### config.mk
export PLATFORM = sky130hd
export DESIGN_NAME = audiobar_ctrl
export DESIGN_NICKNAME = d
export VERILOG_FILES = /design/src/rtl/audiobar_ctrl_pkg.sv /design/src/rtl/audiobar_ctrl_scale.sv /design/src/rtl/audiobar_ctrl.sv
export SDC_FILE = /design/constraint.sdc
export NUM_CORES = 1
export LEC_CHECK = 0
export ABC_AREA = 1
export CORE_ASPECT_RATIO = 1.75
export CORE_MARGIN = 1.5
export CORE_UTILIZATION = 54
export DETAILED_ROUTE_END_ITERATION = 10
export PLACE_DENSITY = 0.83
export SLEW_MARGIN = 10
export SYNTH_ARGS = -nofsm -noshare
export SYNTH_HDL_FRONTEND = slang
export SYNTH_SLANG_ARGS = --single-unit
### constraint.sdc
create_clock -name clk -period 8.1 [get_ports clk]
set_input_delay 1.62 -clock clk [delete_from_list [all_inputs] [get_ports clk]]
set_output_delay 1.62 -clock clk [all_outputs]
set_load 0.005 [all_outputs]
### src/rtl/audiobar_ctrl_pkg.sv
// Shared definitions for the audio bar controller: register map, fade states,
// CTRL field positions and the PCM peak-magnitude helper.
package audiobar_ctrl_pkg;

  localparam logic [1:0] ADDR_CTRL   = 2'd0;
  localparam logic [1:0] ADDR_COLOR  = 2'd1;
  localparam logic [1:0] ADDR_STATUS = 2'd2;
  localparam logic [1:0] ADDR_PEAK   = 2'd3;

  localparam int CTRL_ENABLE_BIT = 0;
  localparam int CTRL_FREEZE_BIT = 1;
  localparam int CTRL_STEP_LSB   = 8;

  typedef enum logic [1:0] {
    ST_OFF     = 2'd0,
    ST_FADEIN  = 2'd1,
    ST_ON      = 2'd2,
    ST_FADEOUT = 2'd3
  } fade_state_t;

  // |x| clamped to 32767, top 8 of the 15 magnitude bits; -32768 lands on 8'hFF.
  function automatic logic [7:0] peak_mag(input logic [15:0] x);
    logic [15:0] a;
    logic [14:0] c;
    a = x[15] ? (~x + 16'd1) : x;
    c = a[15] ? 15'h7FFF : a[14:0];
    return 8'(c >> 7);
  endfunction

endpackage

### src/rtl/audiobar_ctrl_scale.sv
// Sequential R/G/B colour scaler on one shared 8x9 multiplier: (c * (level+1)) >> 8.
// start -> R, G, B staged on the next three edges, done pulses with the full result.
module audiobar_ctrl_scale (
  input  logic        clk,
  input  logic        reset_n,
  input  logic        start,
  input  logic        abort,
  input  logic [23:0] color,
  input  logic [7:0]  level,
  output logic [23:0] result,
  output logic        done
);

  logic [1:0]  phase;
  logic        busy;
  logic [7:0]  r_stg;
  logic [7:0]  g_stg;
  logic [7:0]  b_stg;
  logic [1:0]  sel;
  logic [7:0]  chan;
  logic [8:0]  mult;
  logic [16:0] prod;
  logic [7:0]  scaled;

  always_comb begin
    sel = start ? 2'd0 : phase;
    case (sel)
      2'd0:    chan = color[23:16];
      2'd1:    chan = color[15:8];
      default: chan = color[7:0];
    endcase
    mult   = {1'b0, level} + 9'd1;
    prod   = {9'd0, chan} * {8'd0, mult};
    scaled = 8'(prod >> 8);
  end

  always_ff @(posedge clk or negedge reset_n) begin
    if (!reset_n) begin
      busy  <= 1'b0;
      phase <= 2'd0;
      done  <= 1'b0;
      r_stg <= 8'd0;
      g_stg <= 8'd0;
      b_stg <= 8'd0;
    end else begin
      done <= 1'b0;
      if (abort) begin
        busy  <= 1'b0;
        phase <= 2'd0;
      end else if (start) begin
        r_stg <= scaled;
        phase <= 2'd1;
        busy  <= 1'b1;
      end else if (busy) begin
        if (phase == 2'd1) begin
          g_stg <= scaled;
          phase <= 2'd2;
        end else begin
          b_stg <= scaled;
          phase <= 2'd0;
          busy  <= 1'b0;
          done  <= 1'b1;
        end
      end
    end
  end

  assign result = {r_stg, g_stg, b_stg};

endmodule

### src/rtl/audiobar_ctrl.sv
// Audio bar overlay controller: host registers, PCM hold and peak meter, per-frame fade FSM.
// readdata 1 cycle after read; fade state at frame_start+1, faded colour at frame_start+5.
module audiobar_ctrl
  import audiobar_ctrl_pkg::*;
#(
  parameter logic [7:0]  FADE_STEP_DEF = 8'd8,
  parameter logic [23:0] COLOR_DEF     = 24'hFFFFFF
) (
  input  logic        clk,
  input  logic        reset_n,
  input  logic [1:0]  address,
  input  logic        read,
  input  logic        write,
  input  logic [31:0] writedata,
  output logic [31:0] readdata,
  input  logic        pcm_valid,
  input  logic [15:0] pcm_l_in,
  input  logic [15:0] pcm_r_in,
  input  logic        vsyncn_in,
  output logic [15:0] pcm_l_out,
  output logic [15:0] pcm_r_out,
  output logic        mute_out,
  output logic [23:0] bar_color_out
);

  logic        vsync_q;
  logic        frame_start;
  logic        ctrl_enable;
  logic        ctrl_freeze;
  logic [7:0]  ctrl_step;
  logic [23:0] color_reg;
  logic [23:0] color_snap;
  fade_state_t state;
  fade_state_t state_nxt;
  logic [7:0]  level;
  logic [7:0]  level_nxt;
  logic [15:0] frame_cnt;
  logic [7:0]  peak_l;
  logic [7:0]  peak_r;
  logic [7:0]  mag_l;
  logic [7:0]  mag_r;
  logic [31:0] rd_mux;
  logic        scale_start;
  logic [23:0] scale_result;
  logic        scale_done;
  logic [8:0]  sum;
  logic [7:0]  lvl_up;
  logic [7:0]  lvl_dn;
  logic        go_up;
  logic        go_dn;
  logic        peak_rd;
  logic        wd_unused;

  assign frame_start = vsync_q & ~vsyncn_in;
  assign peak_rd     = read && (address == ADDR_PEAK);
  assign mag_l       = peak_mag(pcm_l_in);
  assign mag_r       = peak_mag(pcm_r_in);
  assign wd_unused   = ^{writedata[31:24], writedata[7:2]};

  // Fade FSM: state register
  always_ff @(posedge clk or negedge reset_n) begin
    if (!reset_n) begin
      state <= ST_OFF;
      level <= 8'd0;
    end else begin
      state <= state_nxt;
      level <= level_nxt;
    end
  end

  // Fade FSM: next state; transition and level step share the same frame_start
  always_comb begin
    sum    = {1'b0, level} + {1'b0, ctrl_step};
    lvl_up = (ctrl_step == 8'd0 || sum[8]) ? 8'hFF : sum[7:0];
    lvl_dn = (ctrl_step == 8'd0 || ctrl_step >= level) ? 8'd0 : level - ctrl_step;
    go_up  = 1'b0;
    go_dn  = 1'b0;
    if (frame_start) begin
      case (state)
        ST_OFF:                go_up = ctrl_enable;
        ST_FADEIN, ST_FADEOUT: begin
          go_up = ctrl_enable;
          go_dn = !ctrl_enable;
        end
        ST_ON:                 go_dn = !ctrl_enable;
        default:               ;
      endcase
    end
    state_nxt = state;
    level_nxt = level;
    if (go_up) begin
      level_nxt = lvl_up;
      state_nxt = (lvl_up == 8'hFF) ? ST_ON : ST_FADEIN;
    end else if (go_dn) begin
      level_nxt = lvl_dn;
      state_nxt = (lvl_dn == 8'd0) ? ST_OFF : ST_FADEOUT;
    end
  end

  // Fade FSM: outputs
  always_comb begin
    mute_out = (state == ST_OFF);
  end

  always_ff @(posedge clk or negedge reset_n) begin
    if (!reset_n) begin
      vsync_q     <= 1'b1;
      scale_start <= 1'b0;
      frame_cnt   <= 16'd0;
      color_snap  <= 24'd0;
    end else begin
      vsync_q     <= vsyncn_in;
      scale_start <= frame_start;
      if (frame_start) begin
        frame_cnt  <= frame_cnt + 16'd1;
        color_snap <= color_reg;
      end
    end
  end

  audiobar_ctrl_scale u_scale (
    .clk     (clk),
    .reset_n (reset_n),
    .start   (scale_start),
    .abort   (frame_start),
    .color   (color_snap),
    .level   (level),
    .result  (scale_result),
    .done    (scale_done)
  );

  // A fresh frame_start supersedes a result that would land on the same edge
  always_ff @(posedge clk or negedge reset_n) begin
    if (!reset_n) begin
      bar_color_out <= 24'd0;
    end else if (scale_done && !frame_start) begin
      bar_color_out <= scale_result;
    end
  end

  always_comb begin
    case (address)
      ADDR_CTRL:   rd_mux = {16'd0, ctrl_step, 6'd0, ctrl_freeze, ctrl_enable};
      ADDR_COLOR:  rd_mux = {8'd0, color_reg};
      ADDR_STATUS: rd_mux = {frame_cnt, level, 6'd0, state};
      default:     rd_mux = {16'd0, peak_r, peak_l};
    endcase
  end

  always_ff @(posedge clk or negedge reset_n) begin
    if (!reset_n) begin
      readdata    <= 32'd0;
      ctrl_enable <= 1'b0;
      ctrl_freeze <= 1'b0;
      ctrl_step   <= FADE_STEP_DEF;
      color_reg   <= COLOR_DEF;
    end else begin
      if (read) begin
        readdata <= rd_mux;
      end
      if (write && address == ADDR_CTRL) begin
        ctrl_enable <= writedata[CTRL_ENABLE_BIT];
        ctrl_freeze <= writedata[CTRL_FREEZE_BIT];
        ctrl_step   <= writedata[CTRL_STEP_LSB +: 8];
      end
      if (write && address == ADDR_COLOR) begin
        color_reg <= writedata[23:0];
      end
    end
  end

  // A sample coincident with the clearing read seeds the meter instead of being dropped
  always_ff @(posedge clk or negedge reset_n) begin
    if (!reset_n) begin
      pcm_l_out <= 16'd0;
      pcm_r_out <= 16'd0;
      peak_l    <= 8'd0;
      peak_r    <= 8'd0;
    end else begin
      if (pcm_valid && !ctrl_freeze) begin
        pcm_l_out <= pcm_l_in;
        pcm_r_out <= pcm_r_in;
      end
      if (peak_rd) begin
        peak_l <= pcm_valid ? mag_l : 8'd0;
        peak_r <= pcm_valid ? mag_r : 8'd0;
      end else if (pcm_valid) begin
        if (mag_l > peak_l) peak_l <= mag_l;
        if (mag_r > peak_r) peak_r <= mag_r;
      end
    end
  end

endmodule

======== Word-level counts from Yosys, hierarchy flattened ========
Index checks and enable logic that the tools add are counted.
word-level totals
  input bits .............................. 72
  flip-flop bits (word level) ............. 218
cells by class
  add/sub/neg operators ................... 6
  multiplexer cells ....................... 39
  $mul .................................... 1
  bitwise operators ....................... 7
  $lt $le $gt $ge ......................... 3
  reduce and logical (&&, ||, !) cells .... 27
  eq/ne operators ......................... 9
operator list
  cell                   number
  $mux 8                 12
  $pmux 32 s3            1
  $add 16x1->16 const B  3
  $mux 16                2
  $not 16->16            2
  $mux 15                2
  $mux 2                 9
  $gt 8x8->1             2
  $logic_not 8->1        2
  $mul 8x9->16           1
  $pmux 8 s2             1
  $mux 1                 12
  $add 8x1->9 const B    1
  $add 8x8->9            1
  $eq 2x1->1 const B     4
  $eq 2x2->1 const B     4
  $eq 8x8->1 const B     1
  $ge 8x8->1             1
  $reduce_and 4->1       2
  $reduce_bool 2->1      4
  $sub 8x8->8            1
  $logic_not 2->1        3
  $reduce_and 2->1       3
  $reduce_or 3->1        2
  other kinds (6)        16

======== Logic depth before layout (Yosys ltp) ========
Gate-level depths: netlist of the first run.
  depth in word-level cells ............... 8
  gate-level depth with buffers ........... 27
  gate-level depth less buffers ........... 26

======== Cells and area by module ========
A second synthesis of the first run with hierarchy kept.
second synthesis, totals
  cells, all modules ...................... 1584
  area, all modules ....................... 13077.5 um2
by module, submodules not included
  module               area each (um2)  times used  cells an instance
  audiobar_ctrl        9457.8           1           1110
  audiobar_ctrl_scale  3619.7           1           474

======== Least setup slack after synthesis of the first run ========
No wires, ideal clock.
  path kind ............................... flip-flop to flip-flop
  start point ............................. reg level[0]
  end point ............................... reg u_scale.b_stg[7]
  buffers on the path ..................... 1
  setup time .............................. 118 ps
  setup slack ............................. 3111 ps
  arrival ................................. 4871 ps
  data required time ...................... 7982 ps
  cell stages (with the launch flop) ...... 25
  cells stage by stage .................... dfrtp_1 > buf_2 > inv_1 > nor3_1 > inv_1 > nor2_1 > inv_1 > nor2_1 > nand2_1 > xor2_1 > nor2_1 > fa_1 > fa_1 > fa_1 > inv_1 > fa_1 > inv_1 > ha_1 > a21oi_1 > o21a_1 > nor2_1 > a211oi_1 > nand3_1 > nand3_1 > nand2_1
on the way
  longest elaborated chain between the ends .. 2
ends and longest elaborated chain
  item                    line                       text
  start, declared         audiobar_ctrl.sv:35        logic [7:0] level;
  start signal, assigned  audiobar_ctrl.sv:67        level <= level_nxt;
  $add 8x1->9             audiobar_ctrl_scale.sv:32  mult = {1'b0, level} + 9'd1;
  $mul 8x9->16            audiobar_ctrl_scale.sv:33  prod = {9'd0, chan} * {8'd0, mult};
  end signal, assigned    audiobar_ctrl_scale.sv:59  b_stg <= scaled;
  end, declared           audiobar_ctrl_scale.sv:18  logic [7:0] b_stg;
Every way passes these cells.
A chain may end at the register's enable or synchronous reset.

======== Worst setup path in the final report of the first run ========
  start point ............................. reg level[0]
  end point ............................... reg u_scale.g_stg[6]
on the way
  longest elaborated chain between the ends .. 2
ends and longest elaborated chain
  item                  line                       text
  $add 8x1->9           audiobar_ctrl_scale.sv:32
  $mul 8x9->16          audiobar_ctrl_scale.sv:33
  end signal, assigned  audiobar_ctrl_scale.sv:56  g_stg <= scaled;
  end, declared         audiobar_ctrl_scale.sv:17  logic [7:0] g_stg;
Every way passes these cells.

==> results of run 1 <==
worst max-delay path, cell delays in order, from the launching register on:
cell,delay (ns)
dfrtp_1,0.55
inv_1,0.20
nor3_1,0.21
inv_1,0.08
nor2_1,0.09
inv_1,0.07
nor2_1,0.12
nand2_1,0.08
xor2_1,0.49
nor2_1,0.12
fa_1,0.52
fa_1,0.44
fa_1,0.54
inv_1,0.05
fa_1,0.52
inv_1,0.04
ha_1,0.36
a21oi_1,0.18
o21ai_0,0.16
a221oi_1,0.44
nand2_1,0.13
nand2_2,0.09
nand3_1,0.07
nand2_1,0.09
cell type report:
class / instances / area [um^2]
clock buffer: 23 / 543
clock inverter: 13 / 150
timing repair buffer: 159 / 1580
fill: 1853 / 7970
multi-input combinational: 1052 / 6490
sequential: 218 / 5490
tap: 304 / 380
inverter: 219 / 822
metal layers:
layer	global-route usage [%]	up-vias	part of all wire [%]
met3	4.58	118	4.5
met5	0	-	0
met1	28.9	5187	35
met2	52.7	325	55
li1	-	5212	-
met4	14.5	0	5.6
cells in the mapped netlist (all sizes together):
master and count:
o22ai 10, a221oi 1, xnor2 6, nand2 369
dfstp 26, a31oi 9, or2 3, clkinv 3
nor3 14, and2 1, o211ai 6, nand3b 6
xor2 32, a21o 1, nor3b 1, clkbuf 32
o31ai 2, inv 216, nand4 12, o21ai 124
nand3 96, o41ai 1, ha 66, a22oi 2
o21a 3, a21boi 1, o21bai 4, nor2 139
o221ai 10, a32oi 1, a211oi 2, dfrtp 192
mux2 29, buf 8, a41oi 1, a2111oi 4
fa 42, a21oi 49, nor4 5
cells by family (layout without fill, tap and decap cells):
group                      count (synthesis)  in the layout
AOI/OAI and AO/OA                        231            231
xor gates and xnor gates                  38             38
adders and majority gates                108            108
buffers and inverters                    259            414
DFF                                      218            218
muxes                                     29             29
and+or+nand+nor                          646            646
final timing paths:
kind / to / slack [ns] / startpoint / cells past startpoint
worst min register to register: frame_cnt[14]$_DFFE_PN0P_ / 0.48 / frame_cnt[14]$_DFFE_PN0P_ / 1
worst min-delay path: frame_cnt[14]$_DFFE_PN0P_ / 0.48 / frame_cnt[14]$_DFFE_PN0P_ / 1
worst max-delay path: u_scale.g_stg[6]$_DFFE_PN0P_ / 2.38 / level[0]$_DFFE_PN0P_ / 23
min in group asynchronous: level[0]$_DFFE_PN0P_ / 1.08 / reset_n / 1
worst max register to register: u_scale.g_stg[6]$_DFFE_PN0P_ / 2.38 / level[0]$_DFFE_PN0P_ / 23
max in group asynchronous: frame_cnt[13]$_DFFE_PN0P_ / 5.68 / reset_n / 2
power by group through the flow:
stage | logic [W] | clock network (W) | registers, W
after floorplan | 0.00169 | 0 | 0.00155
after global placement | 0.00239 | 0 | 0.00160
after detailed placement | 0.00247 | 0 | 0.00161
after CTS | 0.00249 | 0.00102 | 0.00159
after global routing | 0.00284 | 0.00106 | 0.00162
final | 0.00248 | 0.00101 | 0.00159
stage by stage:
stage               util, %  instance area (um^2)
finish                 66.0                 15500
global route           66.0                 15500
CTS                    66.0                 15500
detailed placement     63.0                 14800
global placement       63.0                 14800
floorplan                 -                 13000
==> impl_metrics.ini, run 1 <==
[timing]
tns_ns = 0
fin_hold_ws_ns = 0.476
setup_viol = 0
hold_viol_final = 0
fin_crit_sh_pct = 70.6
layout_setup_ws_ns = 2.38
slew_headroom_pct = 20.2
grt_setup_unrepaired = false
skew_ns = 0.0112
drv_slew = 0
period_minus_slack_ns = 5.72
tightest_slew_ns = 1.19
fmax_mhz = 175

[synth]
synth_seq_area_share_pct = 42.3
synth_cell_types = 56
ys_seq_elements = 218
synth_mux_area_share_pct = 2.52
synthDominantCellAreaShare_pct = 37.1
syn-num-nets = 1709
synth_cells = 1529
yosys-top-cells-area = dfrtp_1 (37%), nand2_1 (10%), fa_1 (6.5%), ha_1 (6.4%), inv_1 (6.1%)
synth_compound_area_share_pct = 10.2
yosys_warnings = 0
synth_adder_area_share_pct = 12.9
synth-simple-area-share_pct = 21.9
synth_top_family_by_area = simple AND/OR/NAND/NOR gates
synthXorXnorAreaFrac_pct = 2.63
syn_area_per_cell_um2 = 8.48
netlist_area_um2 = 13000
yosysTopAreaCell = dfrtp_1

[clocking]
cts_num_sinks = 218
cts-resized-gates = 0
numCtsBuffers = 20
clk_latency_ns = 0.51
cts_hold_buf = 0
cts_tree = yes
cts_root_buf = clkbuf_16
htreeDepth = 1
clockBufferDepth = 3
cts_setup_buffers = 0
clkTransAtPathRegs_ns = 0.07

[place]
post-place-ws_ns = 2.43
dp.cells = 1952
post-dp-hpwl_um = 25400
io_buffers = 152
place.gp.congestion = 0.900

[power]
power_frac_comb_pct = 48.8
power.density_nw_per_um2 = 329
internal_power_w = 0.00294
p_total_w = 0.00509
power_switching_w = 0.00214
swShare_pct = 42.1
power.leakage_nw = 7.68
irDropWorstVdd_uv = 216
power_frac_seq_pct = 31.3
clkPwrFrac_pct = 19.8

[floorplan]
rows = 74
dieHeight_um = 208
dieArea_um2 = 25000
initial_core_util_pct = 55.3
die_width_um = 120
fp.coreArea_um2 = 23400
ios = 161

[drt]
drc = 0
wl_um = 33300
drt_first_pass_iters = 5
vias_per_cell = 5.45
vias = 10842
ant_nets = 0
drt_iter0_drc = 685
wire_per_inst_um = 16.8

[worst_setup_path]
worstSetupStartpointType = register
required_ns = 8.55
crit_path_max_fanout = 10
arrival_ns = 6.17
crit_type = reg2reg
end_kind = register

[cells_and_area]
antenna_cells = 0
final_cell_count_no_fill = 1988
area_growth_pct = 19.2
top_register = readdata
final_nets = 1850
drive_gt1_share_pct = 8.49
final_common_cell = nand2_1
layout_common_cells = nand2_1 (354), inv_1 (210), dfrtp_1 (192), clkdlybuf4s50_1 (151), nor2_1 (134)
largest_reg_flops = 32

[global_routing]
grt_max_degree = 82
grt_overflow = 0
grt_antenna_before_repair = 0
grt_pass1_wl_um = 56200
grt_usage_pct = 27.9
grt_pass1_vias = 11709

[outcome]
status = completed

[flow_run]
cap_violations = 0

[worst_hold_path]
hp-class = reg2reg
Note: power is estimated with default switching activity, not from simulation.
==> run 2: changes to the inputs <==
CORE_UTILIZATION = 51   (was 54)
PLACE_DENSITY = 0.82   (was 0.83)
clock period = 4.6 ns   (was 8.1 ns; I/O delays follow)
==> run 2 against run 1 <==
  * The run now ends with setup timing left
  * Flip-flop and latch count is the same
  * Setup slack worse by 2.6 ns
  * Combinational power grew to 2.7 times the previous value
  * Global-route usage decreased by 0.24 points
  * First-iteration DRC count rose by 4.8%
  * Critical path depth fell by 1
  * Clock skew is 0.0013 ns higher
  * Cell count grew 5.5%
  * Wire length rose by 7.9%
  * Die area up 5.8%
  * Maximum frequency is 18% higher
  * Sequential power increased by 75%
  * Largest cell class unchanged
==> impl_metrics.ini, run 2 (same netlist as run 1, synthesis figures left out) <==
[worst_setup_path]
required_ns = 5.05
arrival_ns = 5.30
slowest_delay_ns = 0.58
crit_buf_inv = 4
critical-path-top-delay-family = adder cells
worstSetupStartpointType = register
crit_path_max_fanout = 7
crit_path_top_delay_cell = fa_1
end_kind = register
rr_startpoint = scale_start$_DFF_PN0_
r2r_end = u_scale.g_stg[7]$_DFFE_PN0P_
path_common_cell = fa_1
r2r_cells = 22
crit_type = reg2reg
r2r_setup_slack_ns = -0.25
path_cells = inv_4, nand2_4, nand2_4, buf_4, o21ai_1, o21ai_2, inv_2, nand2_1, fa_1, fa_1, fa_1, fa_1, inv_2, ha_4, a21oi_4, o21a_1, nor2_2, a211oi_2, nand2_1, nand2_2, nand3_1, nand2_1

[worst_hold_path]
hold_start = frame_cnt[14]$_DFFE_PN0P_
hp-class = reg2reg
holdPathEnd = frame_cnt[14]$_DFFE_PN0P_
worstHoldPathCells = 1

[cells_and_area]
final_area_um2 = 16800
final_common_cell = nand2_1
drive_gt1_share_pct = 19.8
final_nets = 1947
top_register = readdata
final_core_util_pct = 66.8
largest_reg_flops = 32
area_growth_pct = 29.5
layout_common_cells = nand2_1 (329), inv_1 (192), dfrtp_1 (191), clkdlybuf4s50_1 (151), nor2_1 (115)
final_cell_count_no_fill = 2097
antenna_cells = 0

[global_routing]
grt_antenna_before_repair = 0
grt_max_degree = 128
grt_pass1_wl_um = 57100
grt_usage_pct = 27.6
grt_pass1_vias = 11862
grt_overflow = 0

[floorplan]
initial_core_util_pct = 51.5
die_width_um = 124
ios = 161
fp.coreArea_um2 = 25100
rows = 77
dieArea_um2 = 26400
dieHeight_um = 214

[timing]
grt_setup_unrepaired = true
slew_headroom_pct = 30.2
period_minus_slack_ns = 4.85
layout_setup_ws_ns = -0.251
fin_hold_ws_ns = 0.468
drv_slew = 0
skew_ns = 0.0125
setup_viol = 23
hold_viol_final = 0
tns_ns = -2.79
tightest_slew_ns = 1.04
fmax_mhz = 206
fin_crit_sh_pct = 105

[power]
power.density_nw_per_um2 = 666
power.leakage_nw = 8.21
internal_power_w = 0.00638
power_frac_seq_pct = 24.8
power_frac_comb_pct = 59.6
clkPwrFrac_pct = 15.5
power_switching_w = 0.00480
swShare_pct = 42.9
irDropWorstVdd_uv = 595

[place]
place.gp.congestion = 0.977
placed_area_um2 = 15400
dp.cells = 2035
io_buffers = 152
post-dp-hpwl_um = 26500

[clocking]
clkTransAtPathRegs_ns = 0.07
numCtsBuffers = 21
cts_tree = yes
cts_hold_buf = 0
clk_latency_ns = 0.51
cts_root_buf = clkbuf_16
cts_num_sinks = 218
clockBufferDepth = 3
htreeDepth = 1

[drt]
vias_per_cell = 5.48
wire_per_inst_um = 17.2
drt_first_pass_iters = 5
drt_iter0_drc = 718
wl_um = 36000
ant_nets = 0
vias = 11495
drc = 0

[flow_run]
cap_violations = 0

[outcome]
status = finished, violations left
violations = setup timing
[run 2: power by group through the flow]
stage	clock, W	combinational [W]	sequential, W
after floorplan	0	0.00317	0.00274
after global placement	0	0.00495	0.00277
after detailed placement	0	0.00513	0.00279
after CTS	0.00175	0.00567	0.00277
after global routing	0.00183	0.00725	0.00283
final	0.00173	0.00666	0.00278
[run 2: through the flow]
stage	worst slack, ns	total power (W)
after CTS	-0.142	0.0102
after floorplan	0.00672	0.00591
after global placement	-0.189	0.00772
final	-0.251	0.0112
after global routing	-0.567	0.0119
after detailed placement	-0.290	0.00792
[run 2: per-layer routing]
layer  track usage [%]  wire length (um)  part of all wire (%)  vias to the layer above
met5                 0                 0                     0                        -
met4              18.5              2610                   7.2                        0
met3              5.05              1840                   5.1                      173
met2              51.0             19400                    54                      417
met1              27.7             12100                    34                     5485
li1                  -                 -                     -                     5420
[run 2: how the worst max path moves through the flow]
| stage | end | from | depth (start not counted) |
|---|---|---|---|
| after floorplan | u_scale.b_stg[7]$_DFFE_PN0P_ | level[0]$_DFFE_PN0P_ | 24 |
| after detailed placement | u_scale.g_stg[5]$_DFFE_PN0P_ | u_scale.phase[1]$_DFFE_PN0P_ | 20 |
| after CTS | u_scale.g_stg[6]$_DFFE_PN0P_ | level[0]$_DFFE_PN0P_ | 23 |
| after global routing | u_scale.g_stg[7]$_DFFE_PN0P_ | level[0]$_DFFE_PN0P_ | 25 |
| after global placement | u_scale.b_stg[6]$_DFFE_PN0P_ | u_scale.phase[1]$_DFFE_PN0P_ | 19 |
| final | u_scale.g_stg[7]$_DFFE_PN0P_ | scale_start$_DFF_PN0_ | 22 |
[run 2: worst register-to-register path: cells and delay by family, from the launching register on]
family	cells	cell delay, ns
compound gates	5	0.90
fa+ha+maj	5	2.35
buf+inv	4	0.38
flops	1	0.42
simple gates	8	0.73
[run 2: timing repair]
action,4_1_cts,5_1_grt
endpoints found under the setup margin,24,24
setup buffers,11,14
gates resized for setup,67,77
pin swaps,50,46
[run 2: layout make-up]
class,instances,area (um^2)
multi-input combinational,1052,7050
fill,1884,8360
clock inverter,8,100
tap,316,395
timing repair buffer,255,2350
sequential,218,5490
clock buffer,29,576
inverter,219,832
==> run 3: changes to the inputs <==
SETUP_SLACK_MARGIN = 0.4   (was unset)
SYNTH_HIERARCHICAL = 1   (was unset)
==> run 3 against run 2 <==
  * Core utilization down 0.29 points
  * First-iteration DRC count shrank 14%
  * Highest routed layer unchanged
  * Maximum frequency increased by 3.6%
  * Clock power increased by 11%
  * The run still ends with setup timing left
  * Critical path depth is 2 higher
  * Register-to-register slack improved by 0.17 ns
  * Die area increased by 0.88%
  * Clock skew fell by 0.0045 ns
  * Via count is 0.57% higher
  * Synthesized cell count rose by 3.6%
  * Total power up 15%
==> impl_metrics.ini, run 3 <==
[clocking]
cts_root_buf = clkbuf_16
clk_latency_ns = 0.52
clkTransAtPathRegs_ns = 0.07
numCtsBuffers = 21
cts_tree = yes
cts_num_sinks = 218
clockBufferDepth = 3
htreeDepth = 1
cts_hold_buf = 0

[place]
dp.cells = 2070
place.gp.congestion = 0.929
post-place-ws_ns = -0.112
post-dp-hpwl_um = 26900
io_buffers = 152

[worst_setup_path]
crit_path_max_fanout = 7
slowest_delay_ns = 0.52
crit_buf_inv = 4
end_kind = register
path_common_cell = nand2_4
crit_path_top_delay_cell = fa_1
r2r_cells = 24
timing.critical_path.depth = 24
worstSetupStartpointType = register
required_ns = 5.01
arrival_ns = 5.09
critical-path-top-delay-family = adder cells
path_cells = nand2_4, nand2_4, inv_4, nand2_2, nand2_2, o21ai_4, or2_4, fa_1, fa_1, inv_2, fa_1, inv_1, fa_1, inv_2, ha_4, nand2_4, nor2_2, nand2_1, nand2_4, nand2_2, nand2_2, nand2_4, nand3_1, nand2_1
crit_type = reg2reg

[synth]
yosys_warnings = 6
synthTopCellsByCount = nand2_1 (428), inv_1 (210), dfrtp_1 (192)
yosys-top-cells-area = dfrtp_1 (37%), nand2_1 (12%), fa_1 (6.4%), ha_1 (6.3%), inv_1 (6.0%)
synth_seq_area_share_pct = 42.0
ys_seq_elements = 218
synthArstFlopShare_pct = 100
netlist_area_um2 = 13100
syn-num-nets = 1764
synthMostInstantiatedCell = nand2_1
yosysTopAreaCell = dfrtp_1
synth_cell_types = 53
synth_cells = 1584
syn_area_per_cell_um2 = 8.26
yosys_most_used_dff = dfrtp_1
synth_edf_count = 0
synthDominantCellAreaShare_pct = 36.7

[power]
power.density_nw_per_um2 = 768
power.leakage_nw = 8.42
irDropWorstVdd_uv = 733

[timing]
drv_slew = 0
skew_ns = 0.00803
grt_setup_unrepaired = true
hold_viol_final = 0
fin_crit_sh_pct = 102
fmax_mhz = 214
setup_viol = 15
period_minus_slack_ns = 4.68
slew_headroom_pct = 31.5
layout_setup_ws_ns = -0.0821
tightest_slew_ns = 1.03

[floorplan]
fp.coreArea_um2 = 25200
initial_core_util_pct = 51.8
rows = 77
die_width_um = 124
dieHeight_um = 215
ios = 161
dieArea_um2 = 26700

[cells_and_area]
area_growth_pct = 28.3
final_common_cell = nand2_1
final_cell_count_no_fill = 2127
layout_common_cells = nand2_1 (405), inv_1 (196), dfrtp_1 (189), clkdlybuf4s50_1 (151), nor2_1 (130)
final_nets = 1976
final_core_util_pct = 66.5
antenna_cells = 0
top_register = readdata
drive_gt1_share_pct = 18.3
largest_reg_flops = 32

[global_routing]
grt_pass1_wl_um = 59000
grt_pass1_vias = 12319
grt_usage_pct = 27.8
grt_max_degree = 100
grt_antenna_before_repair = 0
grt_overflow = 0

[worst_hold_path]
hp-class = in2async

[drt]
drt_iter0_drc = 614
wire_per_inst_um = 16.9
vias = 11560
vias_per_cell = 5.43
wl_um = 35900
ant_nets = 0
drc = 0
drt_first_pass_iters = 5

[outcome]
status = finished, violations left
violations = setup timing

[flow_run]
cap_violations = 0
[run 3: area by class of cell]
cell class,count,area [um^2]
Fill cell,1921,8460
Multi-Input combinational cell,1111,7180
Sequential cell,218,5490
Timing Repair Buffer,225,2110
Inverter,219,830
Clock buffer,27,598
Tap cell,316,395
Clock inverter,11,169
[run 3: routing by layer]
metal | track usage (%) | share of wire (%)
met5 | 0 | 0
met4 | 16.6 | 6.7
met3 | 4.03 | 4.1
met2 | 51.3 | 55
met1 | 28.8 | 34
[run 3: per-stage QoR]
stage | setup TNS (ns) | hold WS [ns] | cell area (um^2) | total power (W)
CTS | -0.165 | 0.465 | 16500 | 0.0122
global route | -4.92 | 0.483 | 16800 | 0.0138
global placement | -0.188 | 0.453 | 15500 | 0.00944
floorplan | 0 | 0.433 | 13300 | 0.00727
finish | -0.626 | 0.415 | 16800 | 0.0129
detailed placement | -0.973 | 0.458 | 15500 | 0.00966
[run 3: final timing paths]
check                                             start                            to  slack, ns
max in group asynchronous                       reset_n      color_reg[1]$_DFFE_PN1P_       3.21
min in group clk                  peak_r[5]$_DFFE_PN0P_         peak_r[5]$_DFFE_PN0P_       0.47
hold / removal                                  reset_n      pcm_r_out[3]$_DFFE_PN0P_       0.41
hold reg to reg                   peak_r[5]$_DFFE_PN0P_         peak_r[5]$_DFFE_PN0P_       0.47
setup / recovery           u_scale/phase[1]$_DFFE_PN0P_  u_scale/g_stg[5]$_DFFE_PN0P_      -0.08
setup reg to reg           u_scale/phase[1]$_DFFE_PN0P_  u_scale/g_stg[5]$_DFFE_PN0P_      -0.08
[run 3: timing repair]
item | CTS | global route
setup endpoints to repair | 24 | 24
setup buffers | 14 | 5
cloned | 0 | 0
resized for setup | 36 | 46
pin swaps | 25 | 35
[run 3: report_power, final]
part           leakage, nW  switching [W]  internal, W
logic                 5.36        0.00454      0.00364
registers             2.70       0.000349      0.00243
clock network        0.365       0.000771      0.00115
[run 3: logic make-up after synthesis]
kind of cell             synth area share (%)
flip-flops                               42.0
AO/OA/AOI/OAI                            8.49
buffers and inverters                    7.41
adder cells (fa/ha/maj)                  12.7
XOR/XNOR                                 1.88
multiplexers                             2.67
AND/OR/NAND/NOR                          24.8
